File: config.mk
export PLATFORM = sky130hd
export DESIGN_NAME = multicycle_seq
export DESIGN_NICKNAME = d
export VERILOG_FILES = /design/src/rtl/multicycle_seq.sv
export SDC_FILE = /design/constraint.sdc
export NUM_CORES = 1
export LEC_CHECK = 0
export CORE_MARGIN = 10
export CORE_UTILIZATION = 35
export DETAILED_ROUTE_END_ITERATION = 12
export GPL_TIMING_DRIVEN = 0
export PLACE_DENSITY_LB_ADDON = 0.25
export SLEW_MARGIN = 20
export SYNTH_ARGS = -nofsm -noshare
export SYNTH_HDL_FRONTEND = slang
export SYNTH_SLANG_ARGS = --single-unit
File: constraint.sdc
create_clock -name clk -period 3.3 [get_ports clk]
set_clock_uncertainty 0.05 [all_clocks]
set_input_delay 0.99 -clock clk [delete_from_list [all_inputs] [get_ports clk]]
set_output_delay 0.99 -clock clk [all_outputs]
set_load 0.02 [all_outputs]
File: src/rtl/multicycle_seq.sv
// ============================================================================
// Module   : multicycle_seq
// Purpose  : Multicycle CPU control sequencer (fetch/decode/exec/mem/wb) with
//            shared-memory handshake, ack timeout and sticky halt/error flags.
//            Optional macro PERF_CNT_EN adds the retired-instruction counter.
// Revision : 1.0 - initial release
// ============================================================================
`default_nettype none

module multicycle_seq #(
   parameter int ACK_TIMEOUT = 15
) (
   input  logic        clk,
   input  logic        rst_n,
   input  logic [6:0]  opcode,
   input  logic        dec_rf_wen,
   input  logic        dec_dram_wen,
   input  logic        mem_ack,
   output logic        mem_req,
   output logic        mem_we,
   output logic        mem_addr_sel,
   output logic        ir_wen,
   output logic        pc_wen,
   output logic        rf_wen,
   output logic [2:0]  state,
   output logic        halted,
   output logic        err,
   output logic [31:0] instret
);

   typedef enum logic [2:0] {
      S_BOOT   = 3'd0,
      S_FETCH  = 3'd1,
      S_DECODE = 3'd2,
      S_EXEC   = 3'd3,
      S_MEM    = 3'd4,
      S_WB     = 3'd5,
      S_HALT   = 3'd6,
      S_ERR    = 3'd7
   } state_t;

   localparam logic [6:0] c_OP_LOAD   = 7'b0000011;
   localparam logic [6:0] c_OP_STORE  = 7'b0100011;
   localparam logic [6:0] c_OP_BRANCH = 7'b1100011;
   localparam logic [6:0] c_OP_SYSTEM = 7'b1110011;

   localparam int c_CNT_W   = (ACK_TIMEOUT < 2) ? 1 : $clog2(ACK_TIMEOUT + 1);
   localparam int c_LIMIT_I = (ACK_TIMEOUT > 0) ? ACK_TIMEOUT - 1 : 0;
   localparam logic [c_CNT_W-1:0] c_LIMIT = c_CNT_W'(c_LIMIT_I);

   state_t             r_state;
   state_t             w_next;
   logic [c_CNT_W-1:0] r_wait_cnt;
   logic               r_halted;
   logic               r_err;
   logic               w_timeout;

   // The count holds the number of un-acked request cycles already spent, so
   // the cycle in which it equals ACK_TIMEOUT-1 is the last one allowed.
   assign w_timeout = (ACK_TIMEOUT != 0) && !mem_ack && (r_wait_cnt == c_LIMIT);

   always_comb begin
      w_next       = r_state;
      mem_req      = 1'b0;
      mem_we       = 1'b0;
      mem_addr_sel = 1'b0;
      ir_wen       = 1'b0;
      pc_wen       = 1'b0;
      rf_wen       = 1'b0;
      case (r_state)
         S_BOOT: w_next = S_FETCH;
         S_FETCH: begin
            mem_req = 1'b1;
            if (mem_ack) begin
               ir_wen = 1'b1;
               w_next = S_DECODE;
            end else if (w_timeout) begin
               w_next = S_ERR;
            end
         end
         S_DECODE: w_next = (opcode == c_OP_SYSTEM) ? S_HALT : S_EXEC;
         S_EXEC: begin
            if (opcode == c_OP_LOAD || opcode == c_OP_STORE) begin
               w_next = S_MEM;
            end else if (opcode == c_OP_BRANCH) begin
               pc_wen = 1'b1;
               w_next = S_FETCH;
            end else begin
               w_next = S_WB;
            end
         end
         S_MEM: begin
            mem_req      = 1'b1;
            mem_addr_sel = 1'b1;
            mem_we       = dec_dram_wen;
            if (mem_ack) begin
               pc_wen = dec_dram_wen;
               w_next = dec_dram_wen ? S_FETCH : S_WB;
            end else if (w_timeout) begin
               w_next = S_ERR;
            end
         end
         S_WB: begin
            rf_wen = dec_rf_wen;
            pc_wen = 1'b1;
            w_next = S_FETCH;
         end
         default: w_next = r_state;
      endcase
   end

   always_ff @(posedge clk or negedge rst_n) begin
      if (!rst_n) begin
         r_state    <= S_BOOT;
         r_wait_cnt <= '0;
         r_halted   <= 1'b0;
         r_err      <= 1'b0;
      end else begin
         r_state    <= w_next;
         r_wait_cnt <= (mem_req && !mem_ack && w_next == r_state) ?
                       r_wait_cnt + 1'b1 : '0;
         r_halted   <= r_halted | (w_next == S_HALT);
         r_err      <= r_err | (w_next == S_ERR);
      end
   end

`ifdef PERF_CNT_EN
   logic [31:0] r_instret;

   always_ff @(posedge clk or negedge rst_n) begin
      if (!rst_n) begin
         r_instret <= '0;
      end else if (pc_wen) begin
         r_instret <= r_instret + 32'd1;
      end
   end

   assign instret = r_instret;
`else
   assign instret = '0;
`endif

   assign state  = r_state;
   assign halted = r_halted;
   assign err    = r_err;

endmodule

`default_nettype wire
After elaboration in Yosys (flattened, before gate mapping). Index checks and enable logic that the tools add are counted.

Add/subtract/negate cells: 1. Equality and inequality tests: 13. Muxes and demuxes: 19. Bitwise logic cells: 2. Reduce and logical (&&, ||, !) cells: 8.

Operators by type and width (number): $mux 3 (7); $pmux 3 s5 (1); $eq 7x7->1 const B (2); $eq 3x3->1 const B (4); $mux 1 (9); $eq 7x2->1 const B (1); $eq 7x6->1 const B (1); $eq 3x2->1 const B (2); $add 4x1->4 const B (1); $eq 4x4->1 const B (1); $mux 4 (1); $reduce_or 2->1 (2); $eq 3x1->1 const B (1); $eq 3x3->1 (1); $logic_and 1x1->1 (3); $logic_not 3->1 (1); $pmux 1 s3 (1); $or 1x1->1 (2); $logic_not 1->1 (1); $logic_or 1x1->1 (1).

Register bits after elaboration: 9. Output and inout bits: 43.

Longest topological paths before layout. Gate-level depths: netlist of run 1.

Depth in word-level cells: 8. Mapped depth: 6.

Worst setup path after synthesis of run 1. No wires, ideal clock.

Kind: input-to-output. Start point: input port opcode[2]. End point: output port pc_wen. Arrival time: 2.172 ns. Data required time: 2.260 ns. Slack: 0.088 ns. Cell stages on the path: 4. Cell sequence: nand4bb_4 > or4b_4 > and3_1 > a32o_1.

Cells in the longest elaborated chain, start to end: 4. Elaborated cells on any way between the ends: 7.

RTL lines: start, declared (line 15) `input logic [6:0] opcode,`; $eq 7x7->1, or another cell as far along (line 85) `end else if (opcode == c_OP_BRANCH) begin`; $mux 1 / $logic_or 1x1->1 (equally long branches) (line 85, 83); $mux 1 * (line 83) `if (opcode == c_OP_LOAD || opcode == c_OP_STORE) begin`; $pmux 1 s3 * (line 70) `case (r_state)`; end, declared (line 23) `output logic pc_wen,`.

Mark *: on every way between the ends. The rest lies on a longest branch, timed or not.

Final worst setup path of run 1.
Start point: input port mem_ack. End point: output port pc_wen.

Cells in the longest elaborated chain, start to end: 2.

RTL lines: start, declared (line 18) `input logic mem_ack,`; $mux 1 (line 96) `if (mem_ack) begin`; $pmux 1 s3 (line 70).

Every way passes these cells.

==> results of run 1 <==
==> report_power, final <==
| group | internal [mW] | switching, mW |
|---|---|---|
| sequential | 0.144 | 0.0489 |
| combinational | 0.204 | 0.220 |
| clock | 0.0463 | 0.0335 |
| total | 0.394 | 0.302 |
==> flip-flops by register name (all words and copies together) (netlist names) <==
name,cells
err,1
halted,1
r_wait_cnt,4
state,3
==> critical path: stages <==
cell and delay (ps):
sky130_fd_sc_hd__clkdlybuf4s15_2 230, sky130_fd_sc_hd__or4_4 540, sky130_fd_sc_hd__and3_4 190, sky130_fd_sc_hd__a32o_1 220, sky130_fd_sc_hd__buf_6 130
==> timing repair <==
item | CTS | global route
setup buffers | 2 | 0
endpoints found under the setup margin | 2 | 1
resized for setup | 38 | 3
pin swaps | 4 | 0
==> path summary, 6_finish.rpt <==
kind	end	slack, ps	cells after the start	from
max	pc_wen	-40	5	mem_ack
min	halted	410	1	halted
max reg2reg	err	1600	4	state[2]
min reg2reg	halted	410	1	halted
max in group asynchronous	r_wait_cnt[0]	1950	1	rst_n
min in group asynchronous	r_wait_cnt[2]	980	1	rst_n
==> cell families (layout without fill, tap and decap cells) <==
family / count (synthesis) / in the layout / synth area share
adder cells (fa/ha/maj): 2 / 2 / 0.0301
AO/OA/AOI/OAI: 17 / 17 / 0.175
buffers and inverters: 35 / 63 / 0.303
flip-flops: 9 / 9 / 0.271
XOR/XNOR: 2 / 2 / 0.0211
AND/OR/NAND/NOR: 21 / 21 / 0.196
other: 1 / 32 / 0.00451
==> final cells by class <==
cell class / count / area, um^2 / share of cell area
inverter: 2 / 7.51 / 0.00606
tap: 28 / 35.0 / 0.0283
sequential: 9 / 225 / 0.182
buffer: 33 / 244 / 0.197
clock buffer: 4 / 26.3 / 0.0212
timing repair buffer: 24 / 209 / 0.169
multi-input combinational: 74 / 492 / 0.397
==> cells in the mapped netlist <==
| library cell | number | area (um^2) |
|---|---|---|
| sky130_fd_sc_hd__and2_1 | 2 | 12.5 |
| sky130_fd_sc_hd__clkbuf_1 | 1 | 3.75 |
| sky130_fd_sc_hd__dfrtp_1 | 9 | 225 |
| sky130_fd_sc_hd__o21ai_1 | 1 | 5.00 |
| sky130_fd_sc_hd__a31o_1 | 1 | 8.76 |
| sky130_fd_sc_hd__or2_1 | 1 | 6.26 |
| sky130_fd_sc_hd__xor2_1 | 1 | 8.76 |
| sky130_fd_sc_hd__nand4bb_4 | 1 | 27.5 |
| sky130_fd_sc_hd__a21o_1 | 1 | 7.51 |
| sky130_fd_sc_hd__o311ai_0 | 1 | 8.76 |
| sky130_fd_sc_hd__nor3b_1 | 1 | 7.51 |
| sky130_fd_sc_hd__a221oi_1 | 1 | 8.76 |
| sky130_fd_sc_hd__a2bb2o_4 | 1 | 20.0 |
| sky130_fd_sc_hd__nand4_1 | 2 | 12.5 |
| sky130_fd_sc_hd__nand3_1 | 3 | 15.0 |
| sky130_fd_sc_hd__and3_1 | 1 | 6.26 |
| sky130_fd_sc_hd__o21bai_1 | 1 | 7.51 |
| sky130_fd_sc_hd__ha_1 | 2 | 25.0 |
| sky130_fd_sc_hd__nor4b_1 | 1 | 8.76 |
| sky130_fd_sc_hd__nand2_1 | 1 | 3.75 |
| sky130_fd_sc_hd__a22o_1 | 1 | 8.76 |
| sky130_fd_sc_hd__xnor2_1 | 1 | 8.76 |
| sky130_fd_sc_hd__a21oi_1 | 2 | 10.0 |
| sky130_fd_sc_hd__a31o_2 | 1 | 8.76 |
| sky130_fd_sc_hd__and4b_1 | 1 | 10.0 |
| sky130_fd_sc_hd__buf_4 | 32 | 240 |
| sky130_fd_sc_hd__inv_1 | 2 | 7.51 |
| sky130_fd_sc_hd__or4_1 | 1 | 7.51 |
| sky130_fd_sc_hd__conb_1 | 1 | 3.75 |
| sky130_fd_sc_hd__or4b_4 | 1 | 13.8 |
| sky130_fd_sc_hd__a32o_1 | 1 | 10.0 |
| sky130_fd_sc_hd__o22ai_1 | 1 | 6.26 |
| sky130_fd_sc_hd__nor2b_1 | 2 | 12.5 |
| sky130_fd_sc_hd__nand2b_1 | 1 | 6.26 |
| sky130_fd_sc_hd__a2111oi_0 | 4 | 35.0 |
| sky130_fd_sc_hd__nor2_1 | 1 | 3.75 |
| sky130_fd_sc_hd__nand2b_2 | 1 | 8.76 |
==> through the flow <==
stage | std cells | setup slack, ps | setup TNS, ps | power (mW)
2_1_floorplan | 118 | 87.6 | 0 | 0.449
3_3_place_gp | 168 | -835 | -897 | 0.608
3_5_place_dp | 168 | -842 | -908 | 0.610
4_1_cts | 174 | -35.5 | -35.5 | 0.700
5_1_grt | 174 | -52.0 | -52.0 | 0.750
6_report | 174 | -36.2 | -36.2 | 0.696
==> layer usage <==
layer	part of all wire	track usage
met1	0.35	0.0886
met2	0.46	0.129
met3	0.18	0.0435
met4	0.0058	0.0394
met5	0	0
==> flow_summary.rst, run 1 <==
.. list-table::
   :header-rows: 1

   * - Metric
     - Value
   * - Outcome
     - complete, but fails checks
   * - Violations in the final reports
     - negative setup slack
   * - Proportion of layout cells with a drive suffix above 1
     - 0.384
   * - Number of synthesized register bits
     - 9
   * - Count of boundary I/O pins
     - 55
   * - Number of global-route vias before repair
     - 671
   * - Path class of the lowest-slack min-delay path
     - reg2reg
   * - CP Max Fanout
     - 6
   * - Total number of yosys warnings
     - 0
   * - Clock transition at the registers of the reported paths
     - 60 ps
   * - Number of antenna violations at the first check in global routing
     - 0
   * - Avg Cell Area, Syn
     - 9.55 um^2
   * - Cell count after synthesis
     - 87
   * - Worst setup SP type
     - input port
   * - Number of fillers in the final layout
     - 214
   * - Sinks on Clock Net
     - 9
   * - IR Drop Worst-Case VDD
     - 0.000283 V
   * - Post-Route Hold Slack
     - 407 ps
   * - Final Slew Violations
     - 0
   * - Quantity of I/O buffers inserted on ports
     - 22
   * - Starting density of the core
     - 0.372
   * - RD Place Congestion
     - 0.867
   * - Summed area of non-filler cells in the final layout
     - 1240 um^2
   * - RSZ-0062 raised after global routing
     - true
   * - Std cell rows
     - 17
   * - Synthesis-to-layout area growth
     - 49.1%
   * - CTS tree
     - built
   * - Ratio of total power to cell area
     - 562 nW/um^2
   * - Achievable clock frequency
     - 300 MHz
   * - Maximum level of the CTS H-tree
     - 1
   * - Average wire length per cell after detail routing
     - 11.9 um
   * - Leading cell type in the layout, fill and taps excluded
     - sky130_fd_sc_hd__buf_4
   * - Mapped cell area
     - 831 um^2
   * - Ratio of routed vias to standard cells
     - 4.17
   * - Type of the worst setup path
     - in2out
   * - Maximum count of clock buffers along a single path
     - 2
   * - Static leakage
     - 0.621 nW
   * - Overall routed net length
     - 2.08 mm
   * - Half-perimeter wire length of the detailed placement result
     - 1.82 mm
   * - Chip width
     - 68.7 um
   * - Maximum number of pins on one net before global-route repair
     - 11
   * - Fraction of the yosys area taken by sequential cells
     - 0.271
   * - Die H
     - 68.7 um
   * - Reported max-cap violation count
     - 0
   * - Clock period minus worst slack
     - 3340 ps
   * - Required time worst endpoint
     - 2260 ps
   * - Yosys cell types
     - 37
   * - Setup-failing EPs final
     - 1
   * - Routed vias
     - 726
   * - Diodes inserted
     - 0
   * - Floorplan Core Area
     - 2230 um^2
   * - Global-route usage over all layers
     - 0.0819
   * - Final nets
     - 161
   * - Final hold vios
     - 0
   * - Util after Layout
     - 0.555
   * - Hold bufs inserted after CTS
     - 0
   * - Grt ovf
     - 0
   * - Setup slack after layout
     - -36.2 ps
   * - Antenna Nets Post-Route
     - 0
   * - First DRT Iteration DRCs
     - 7
   * - Worst endpoint data arrival time
     - 2300 ps
   * - Root Buffer
     - sky130_fd_sc_hd__clkbuf_4
   * - Commonest cells after routing, fill and taps aside
     - 34 x sky130_fd_sc_hd__buf_4, 32 x sky130_fd_sc_hd__conb_1, 13 x sky130_fd_sc_hd__clkdlybuf4s50_1
   * - CTS buffer count
     - 3
   * - Post-route DRC
     - 0
   * - Placed inst area
     - 1200 um^2
   * - Type of element capturing the critical path
     - output pin
   * - Global-route wire length before repair
     - 2.99 mm
   * - Die area
     - 4720 um^2
   * - Final Cycle Share
     - 1.01
   * - Iteration count of the initial detailed-routing pass
     - 4
   * - Insertion delay of the later-clocked pin in the worst-skew pair
     - 250 ps
(Power assumes the default switching activity.)
==> run 2: changes to the inputs <==
--- a/config.mk
+++ b/config.mk
@@ -5,7 +5,7 @@
 export SDC_FILE = /design/constraint.sdc
 export NUM_CORES = 1
 export LEC_CHECK = 0
-export CORE_MARGIN = 10
+export CORE_MARGIN = 5
 export CORE_UTILIZATION = 35
 export DETAILED_ROUTE_END_ITERATION = 12
 export GPL_TIMING_DRIVEN = 0
==> flow_summary.rst, run 2 (synthesis gave the netlist of run 1 again) <==
.. list-table::
   :header-rows: 1

   * - Metric
     - Value
   * - Die area
     - 3450 um^2 (-27%)
   * - Hold bufs inserted after CTS
     - 0 (unchanged)
   * - Leading cell type in the layout, fill and taps excluded
     - sky130_fd_sc_hd__buf_4
   * - Number of antenna violations at the first check in global routing
     - 0 (unchanged)
   * - Final Cycle Share
     - 1.01 (+0.00200)
   * - Std cell rows
     - 17 (unchanged)
   * - Maximum number of pins on one net before global-route repair
     - 11 (unchanged)
   * - IR Drop Worst-Case VDD
     - 0.000338 V (+20%)
   * - Critical path's most frequent cell
     - sky130_fd_sc_hd__buf_6
   * - Post-route DRC
     - 0 (unchanged)
   * - Achievable clock frequency
     - 299 MHz (-0.20%)
   * - Commonest cells after routing, fill and taps aside
     - 34 x sky130_fd_sc_hd__buf_4, 32 x sky130_fd_sc_hd__conb_1, 12 x sky130_fd_sc_hd__clkdlybuf4s50_1
   * - Final nets
     - 161 (unchanged)
   * - Sinks on Clock Net
     - 9 (unchanged)
   * - Quantity of I/O buffers inserted on ports
     - 22 (unchanged)
   * - Top cell family by delay on the critical path
     - simple AND/OR/NAND/NOR gates
   * - Setup slack after layout
     - -42.8 ps (-6.61 ps)
   * - Chip width
     - 58.7 um (-15%)
   * - RSZ-0062 raised after global routing
     - true
   * - Buffers & Inverters on Critical Path
     - 2 (unchanged)
   * - Routed vias
     - 722 (-0.55%)
   * - Proportion of layout cells with a drive suffix above 1
     - 0.377 (-0.00685)
   * - Summed area of non-filler cells in the final layout
     - 1240 um^2 (+0.40%)
   * - Maximum level of the CTS H-tree
     - 1 (unchanged)
   * - Largest register by flop count
     - r_wait_cnt
   * - Maximum count of clock buffers along a single path
     - 2 (unchanged)
   * - Setup-failing EPs final
     - 1 (unchanged)
   * - Die H
     - 58.7 um (-15%)
   * - Register-to-Register Setup Slack
     - 1580 ps (-20 ps)
   * - Count of boundary I/O pins
     - 55 (unchanged)
   * - Insertion delay of the later-clocked pin in the worst-skew pair
     - 250 ps (about the same)
   * - Average wire length per cell after detail routing
     - 10.7 um (-11%)
   * - Type of the worst setup path
     - in2out
   * - Outcome
     - complete, but fails checks
   * - Clock transition at the registers of the reported paths
     - 50 ps (about the same)
   * - Iteration count of the initial detailed-routing pass
     - 2 (-2)
   * - Root Buffer
     - sky130_fd_sc_hd__clkbuf_4
   * - Ratio of routed vias to standard cells
     - 4.15 (-0.55%)
   * - Worst setup SP type
     - input port
   * - Antenna Nets Post-Route
     - 0 (unchanged)
   * - Static leakage
     - 0.640 nW (+3.0%)
   * - Post-Route Hold Slack
     - 405 ps (-1.34 ps)
   * - Flip-flop count of the largest register after layout
     - 4 (unchanged)
   * - Type of element capturing the critical path
     - output pin
   * - Layout Cells excl Fill
     - 174 (unchanged)
   * - Diodes inserted
     - 0 (unchanged)
   * - Reported max-cap violation count
     - 0 (unchanged)
   * - Final Slew Violations
     - 0 (unchanged)
   * - Global-route usage over all layers
     - 0.105 (+0.0227)
   * - Overall routed net length
     - 1.86 mm (-11%)
   * - Grt ovf
     - 0 (unchanged)
   * - Worst endpoint data arrival time
     - 2300 ps (about the same)
   * - CP Max Fanout
     - 2 (-4)
   * - Floorplan Core Area
     - 2230 um^2 (unchanged)
   * - Final hold vios
     - 0 (unchanged)
   * - Clock period minus worst slack
     - 3340 ps (+6.61 ps)
   * - Path class of the lowest-slack min-delay path
     - reg2reg
   * - Cell chain of the critical path
     - buf_6 > nand4bb_4 > or4b_4 > and3_4 > a32o_1 > buf_6
   * - Required time worst endpoint
     - 2260 ps (about the same)
   * - Global-route wire length before repair
     - 2.93 mm (-2.1%)
   * - Post-Route Setup TNS
     - -42.8 ps (-6.61 ps)
   * - Synthesis-to-layout area growth
     - 49.7%
   * - Placed insts
     - 168 (unchanged)
   * - CTS buffer count
     - 3 (unchanged)
   * - Util after Layout
     - 0.557 (+0.00224)
   * - RD Place Congestion
     - 0.758 (-13%)
   * - Ratio of total power to cell area
     - 561 nW/um^2 (-0.21%)
   * - First DRT Iteration DRCs
     - 16 (+9)
   * - Placed inst area
     - 1200 um^2 (unchanged)
   * - Half-perimeter wire length of the detailed placement result
     - 1.58 mm (-13%)
   * - CTS tree
     - built
   * - Number of global-route vias before repair
     - 713 (+6.3%)
   * - Violations in the final reports
     - negative setup slack
   * - Starting density of the core
     - 0.372 (unchanged)
   * - Slowest stage delay, CP
     - 500 ps (-40 ps)
   * - Slowest-stage cell, CP
     - sky130_fd_sc_hd__or4b_4
[run 2: cell types whose count changed in the layout (fill, tap and decap cells not counted)]
cell                              before  now
sky130_fd_sc_hd__a21oi_1               1    2
sky130_fd_sc_hd__a21oi_2               1    0
sky130_fd_sc_hd__buf_2                 6    5
sky130_fd_sc_hd__clkdlybuf4s15_2       1    2
sky130_fd_sc_hd__clkdlybuf4s50_1      13   12
sky130_fd_sc_hd__dlymetal6s2s_1        0    1
[run 2: layout make-up]
type                       count  area [um^2]
buffer                        33          244
clock buffer                   4         26.3
fill                         204          990
inverter                       2         7.51
multi-input combinational     74          488
sequential                     9          225
tap                           28         35.0
timing repair buffer          24          218
[run 2: what timing repair did]
| item | 4_1_cts | 5_1_grt |
|---|---|---|
| gates resized for setup | 38 | 2 |
| pin swaps | 4 | 0 |
| buffers inserted | 2 | 0 |
| endpoints found under the hold margin | 0 | 0 |
| setup endpoints to repair | 2 | 2 |
[run 2: per-layer routing]
layer  wire, um  track usage  up-vias
met1        740        0.127      318
met2        891        0.175       31
li1           -            -      371
met3        217       0.0329        2
met5          0            0        -
met4          6       0.0324        0
[run 2: final timing paths]
path / from / to / depth (start not counted)
worst max-delay path: opcode[3] / pc_wen / 6
worst min-delay path: halted / halted / 1
worst max register to register: r_wait_cnt[0] / r_wait_cnt[2] / 6
worst min register to register: halted / halted / 1
max in group asynchronous: rst_n / err / 1
min in group asynchronous: rst_n / r_wait_cnt[2] / 1
[run 2: power by group]
group | switching, mW | internal (mW) | total (mW) | leakage (nW)
clock network | 0.0323 | 0.0462 | 0.0785 | 0.0150
registers | 0.0499 | 0.144 | 0.193 | 0.111
logic | 0.222 | 0.204 | 0.426 | 0.514
[run 2: worst reg2reg max path: cells and delay by family (launching register included)]
kind | cells | cell delay, ps
buf+inv | 1 | 80
fa+ha+maj | 1 | 170
simple gates | 3 | 750
flops | 1 | 410
compound gates | 1 | 130
[run 2: metrics by stage]
stage	worst slack, ps	power [mW]
after global placement	-836	0.606
after detailed placement	-846	0.611
final	-42.8	0.698
after floorplan	87.6	0.449
after global routing	-77.0	0.746
after CTS	-42.9	0.700
